File: config.mk
export PLATFORM = sky130hd
export DESIGN_NAME = pc_branch_unit
export DESIGN_NICKNAME = d
export VERILOG_FILES = /design/src/rtl/pc_branch_unit_pkg.sv /design/src/rtl/branch_target_adder.sv /design/src/rtl/pc_branch_unit.sv
export SDC_FILE = /design/constraint.sdc
export NUM_CORES = 1
export LEC_CHECK = 0
export CORE_ASPECT_RATIO = 1.5
export CORE_MARGIN = 3
export CORE_UTILIZATION = 43
export CTS_BUF_LIST = sky130_fd_sc_hd__clkbuf_8
export CTS_CLUSTER_DIAMETER = 120
export DETAILED_ROUTE_END_ITERATION = 8
export PLACE_DENSITY = 0.68
export SYNTH_ARGS = -nofsm -noshare
export SYNTH_HDL_FRONTEND = slang
export SYNTH_SLANG_ARGS = --single-unit
File: constraint.sdc
create_clock -name clock -period 3.4 [get_ports clock]
set_clock_uncertainty 0.15 [all_clocks]
set_input_delay 0.68 -clock clock [delete_from_list [all_inputs] [get_ports clock]]
set_output_delay 0.68 -clock clock [all_outputs]
set_load 0.01 [all_outputs]
File: src/rtl/pc_branch_unit_pkg.sv
// Shared CPU definitions for the PC / conditional-branch unit: datapath widths,
// branch FSM state encoding and the branch-offset sign-extension helper.
package pc_branch_unit_pkg;

  localparam int PC_WIDTH     = 32;
  localparam int OFFSET_WIDTH = 19;

  typedef enum logic [1:0] {
    IDLE     = 2'd0,
    REQ      = 2'd1,
    WAIT_CON = 2'd2,
    APPLY    = 2'd3
  } br_state_e;

  function automatic logic [PC_WIDTH-1:0] sext_offset(input logic [OFFSET_WIDTH-1:0] off);
    return {{(PC_WIDTH-OFFSET_WIDTH){off[OFFSET_WIDTH-1]}}, off};
  endfunction

endpackage

File: src/rtl/branch_target_adder.sv
// Branch target computation: PC plus the sign-extended IR C-field offset,
// wrapping modulo 2^32.
module branch_target_adder
  import pc_branch_unit_pkg::*;
(
  input  logic [PC_WIDTH-1:0]     pc_i,
  input  logic [OFFSET_WIDTH-1:0] offset_i,
  output logic [PC_WIDTH-1:0]     target_o
);

  assign target_o = pc_i + sext_offset(offset_i);

endmodule

File: src/rtl/pc_branch_unit.sv
// Program counter with load/increment and a conditional-branch handshake with the
// CON stage. Optional taken/not-taken statistics are enabled by PC_BRANCH_STATS_EN.
module pc_branch_unit
  import pc_branch_unit_pkg::*;
#(
  parameter logic [PC_WIDTH-1:0] PC_RESET       = 32'h0000_0000,
  parameter int unsigned         TIMEOUT_CYCLES = 15
) (
  input  logic                    clock,
  input  logic                    clear,
  input  logic [PC_WIDTH-1:0]     bus_in,
  input  logic                    pc_load,
  input  logic                    pc_inc,
  input  logic                    br_start,
  input  logic [OFFSET_WIDTH-1:0] br_offset,
  input  logic                    con_valid,
  input  logic                    condition,
  output logic                    con_enable,
  output logic [PC_WIDTH-1:0]     pc_out,
  output logic                    busy,
  output logic                    br_done,
  output logic                    br_taken,
  output logic                    br_timeout
`ifdef PC_BRANCH_STATS_EN
  ,
  output logic [15:0]             taken_count,
  output logic [15:0]             not_taken_count
`endif
);

  localparam logic [7:0] TIMEOUT_LIMIT = 8'(TIMEOUT_CYCLES);

  br_state_e                 state_q, state_d;
  logic [PC_WIDTH-1:0]       pc_q, pc_d;
  logic [OFFSET_WIDTH-1:0]   offset_q, offset_d;
  logic                      cond_q, cond_d;
  logic [7:0]                cnt_q, cnt_d;
  logic [PC_WIDTH-1:0]       target;

  branch_target_adder u_target (
    .pc_i     (pc_q),
    .offset_i (offset_q),
    .target_o (target)
  );

  always_ff @(posedge clock or posedge clear) begin
    if (clear) begin
      state_q  <= IDLE;
      pc_q     <= PC_RESET;
      offset_q <= '0;
      cond_q   <= 1'b0;
      cnt_q    <= '0;
    end else begin
      state_q  <= state_d;
      pc_q     <= pc_d;
      offset_q <= offset_d;
      cond_q   <= cond_d;
      cnt_q    <= cnt_d;
    end
  end

  // A timeout resolves in the WAIT_CON cycle that reaches the limit; a con_valid in that same cycle still wins.
  always_comb begin
    state_d    = state_q;
    pc_d       = pc_q;
    offset_d   = offset_q;
    cond_d     = cond_q;
    cnt_d      = cnt_q;
    con_enable = 1'b0;
    br_done    = 1'b0;
    br_taken   = 1'b0;
    br_timeout = 1'b0;
    case (state_q)
      IDLE: begin
        if (br_start) begin
          offset_d = br_offset;
          state_d  = REQ;
        end else if (pc_load) begin
          pc_d = bus_in;
        end else if (pc_inc) begin
          pc_d = pc_q + 32'd1;
        end
      end
      REQ: begin
        con_enable = 1'b1;
        cnt_d      = '0;
        state_d    = WAIT_CON;
      end
      WAIT_CON: begin
        if (con_valid) begin
          cond_d  = condition;
          state_d = APPLY;
        end else begin
          cnt_d = cnt_q + 8'd1;
          if (cnt_d == TIMEOUT_LIMIT) begin
            br_done    = 1'b1;
            br_timeout = 1'b1;
            state_d    = IDLE;
          end
        end
      end
      APPLY: begin
        br_done  = 1'b1;
        br_taken = cond_q;
        if (cond_q) begin
          pc_d = target;
        end
        state_d = IDLE;
      end
      default: state_d = IDLE;
    endcase
  end

  assign busy   = (state_q != IDLE);
  assign pc_out = pc_q;

`ifdef PC_BRANCH_STATS_EN
  logic [15:0] taken_cnt_q, not_taken_cnt_q;

  always_ff @(posedge clock or posedge clear) begin
    if (clear) begin
      taken_cnt_q     <= '0;
      not_taken_cnt_q <= '0;
    end else if (br_done) begin
      if (br_taken) begin
        if (taken_cnt_q != 16'hFFFF) taken_cnt_q <= taken_cnt_q + 16'd1;
      end else begin
        if (not_taken_cnt_q != 16'hFFFF) not_taken_cnt_q <= not_taken_cnt_q + 16'd1;
      end
    end
  end

  assign taken_count     = taken_cnt_q;
  assign not_taken_count = not_taken_cnt_q;
`endif

endmodule

==> metrics.txt <==
DIE HEIGHT 141 um; buffer levels on the longest clock path 2; cell count of the worst hold path 1; largest net degree at the start of global routing 51; Filler cells 1,087; cts-stage hold buffer count 0; status finished clean; Area growth syn-to-layout 26.3%; grt ovf 0; total area of sequential cells 1550 sq um; # clock sinks 62; most instantiated cells after synthesis 81 x nand2_1, 62 x dfrtp_1, 58 x a21oi_1, 49 x o21ai_0, 46 x nor2_1; Buf/Inv on CP 1; WS Path Type reg2out; min Tclk post-route 3260 ps; top-count cell post-synth nand2_1; DR vias 5,236; CP max stage delay 550 ps; first-pass GRT wire length 25,600 um; Post-synth ARST share 100%; yosys warns 0; RePlAce Congestion 0.891; Worst Reg-to-Reg Cells 10; Post-DP HPWL 12,400 um; highest-delay cell along the critical path clkdlybuf4s50_1; syn_area_per_cell 8.17 sq um; maximum VDD drop 429 uV; critical path cell sequence ha_1, and3_1, nand3_1, xor2_2, nand4_1, a21oi_1, clkdlybuf4s50_1; Post-synth EDFFs 0; register-to-register setup slack 310 ps; starting density of the core 44.9%; Final Hold Vio Count 0; Final Util 56.7%; Final Cycle Share 95.8%; share of cells above drive strength 1 10.4%; cell depth of the worst setup path 7; Least-Margin Pin Slew 583 ps; Port Buffers 94; CP Max Fanout 6; WL/cell 18.2 um; clock share of power 9.9%; CTS tree yes; TritonRoute pass-1 iters 5; post-synthesis sequential area ratio 29.5%; Netlist cell types 60; Layout Nets 829; Total GRT Usage 24.1%; Comb power frac 67.5%; Gate Count Post-Synth 643; initial antenna violation count 0; Initial DRC Count 318; H-tree depth 3; footprint of the multi-input gates 3550 sq um; Antenna Nets Post-Route 0; Internal 3.52 mW; setup violators final 0; top-area cell type share of the netlist area 29.5%; clk root buf clkbuf_8; delay-heaviest family, CP buffers and inverters; CTS buffer count 9; Die X 96.3 um; row cnt 48; setup TNS 0 ps; PwrDens 1030 nW/um^2; Worst Path Arrival 2430 ps; area leader, netlist dfrtp_1; worst hold slack 378 ps; CP Capture Type output port; clock latency on the worst-skew pair 340 ps; syn_nets 736; Sequential Power Share 22.6%; CP Launch Type flop; max cap viols 0; Sw Share 48.4%; number of I/O pins 95; Rel. slew slack 61.1%; CTS clk-pin slew, worst paths 70 ps; final WL 16,200 um; switching pwr 3.30 mW; class of the worst hold path reg2reg; largest cells by area after synthesis dfrtp_1 30%, ha_1 8.1%, nand2_1 5.8%; vias in the first global route 5,095; detail-routed via count per cell 5.88; Fmax achieved 307 MHz; WP data required 2570 ps; Core ar. 11,700 sq um; DRC violations left 0; die area 13,600 sq um; FF+latch count, synth 62; synthesized cell area 5250 sq um; ant diodes 0; Pins Over Slew Limit 0; Synth Flop Type dfrtp_1; Pleak 2.78 nW
## final timing paths
check | from | to
worst max-delay path | cnt_q[0]$_DFFE_PP0P_ | br_done
worst min-delay path | offset_q[7]$_DFFE_PP0P_ | offset_q[7]$_DFFE_PP0P_
worst max register to register | pc_out[0]$_DFFE_PP0P_ | pc_out[28]$_DFFE_PP0P_
worst min register to register | offset_q[7]$_DFFE_PP0P_ | offset_q[7]$_DFFE_PP0P_
max in group asynchronous | clear | cnt_q[6]$_DFFE_PP0P_
min in group asynchronous | clear | pc_out[14]$_DFFE_PP0P_
## cell usage in the layout (no fill, tap or decap), types with 11 or more instances in the layout
| cell type | instances |
|---|---|
| nor3_1 | 14 |
| nor2_1 | 46 |
| o21ai_0 | 49 |
| xor2_1 | 31 |
| dfrtp_1 | 61 |
| mux2_2 | 19 |
| nand2_1 | 81 |
| and3_1 | 11 |
| a21oi_1 | 58 |
| o211ai_1 | 11 |
| ha_1 | 34 |
| clkdlybuf4s50_1 | 92 |
| nand4_1 | 12 |
| nand3_1 | 23 |
| xnor2_1 | 18 |
| clkbuf_8 | 11 |
| inv_1 | 15 |
| buf_4 | 17 |
| a31oi_1 | 11 |
| a21o_1 | 14 |
## worst register-to-register path, stage by stage, from the launching register on
cell and delay [ps]:
dfrtp_1 450, ha_1 310, fa_1 430, a21o_1 220, a31oi_1 310, nor3_2 130, o21ai_2 200, nand4_1 180
a41oi_1 300, xor2_1 220, o21ai_1 70
## metrics by stage
step                instance area [sq um]  instances  worst slack, ps  total power, mW
floorplan                            5250        643              707             4.73
global placement                     6390        872              208             5.99
detailed placement                   6390        872              160             6.10
CTS                                  6590        888             9.13             6.80
global route                         6640        891            -8.47             7.39
finish                               6640        891              144             6.82
## routing by layer
layer  share of wire, %  wire length (um)  global-route usage, %  vias to the layer above
li1                   -                 -                      -                     2550
met3                4.6               747                   3.18                       33
met2                 53              8600                   43.3                      171
met5                  0                 0                      0                        -
met1                 39              6330                   28.0                     2482
met4                3.1               497                   9.90                        0
## power by group through the flow
stage	Sequential [mW]	Combinational (mW)	Clock, mW
after floorplan	1.50	3.23	0
after global placement	1.54	4.45	0
after detailed placement	1.56	4.54	0
after CTS	1.54	4.57	0.688
after global routing	1.59	5.08	0.719
final	1.54	4.61	0.673
## final cells by class
| type | count | area share [%] |
|---|---|---|
| tap | 150 | 2.83 |
| clock inverter | 5 | 0.735 |
| inverter | 17 | 0.962 |
| sequential | 62 | 23.4 |
| multi-input combinational | 534 | 53.4 |
| clock buffer | 11 | 2.28 |
| timing repair buffer | 112 | 16.4 |
## flip-flops by register name (all words and copies together) (netlist names)
signal / cells
cnt_q: 8
cond_q: 1
state_q: 2
offset_q: 19
pc_out: 32
## timing repair
| item | in CTS | in global routing |
|---|---|---|
| setup endpoints to repair | 0 | 2 |
| gates resized for setup | 0 | 7 |
| buffers inserted | 0 | 3 |
## cell families after synthesis
family                   share of synthesized area [%]
multiplexers                                      5.22
XOR/XNOR                                          8.34
buffers and inverters                             3.43
flip-flops                                        29.5
AO/OA/AOI/OAI                                     23.3
AND/OR/NAND/NOR                                   21.7
adder cells (fa/ha/maj)                           8.48
No activity file was read; power rests on OpenSTA's default activity.
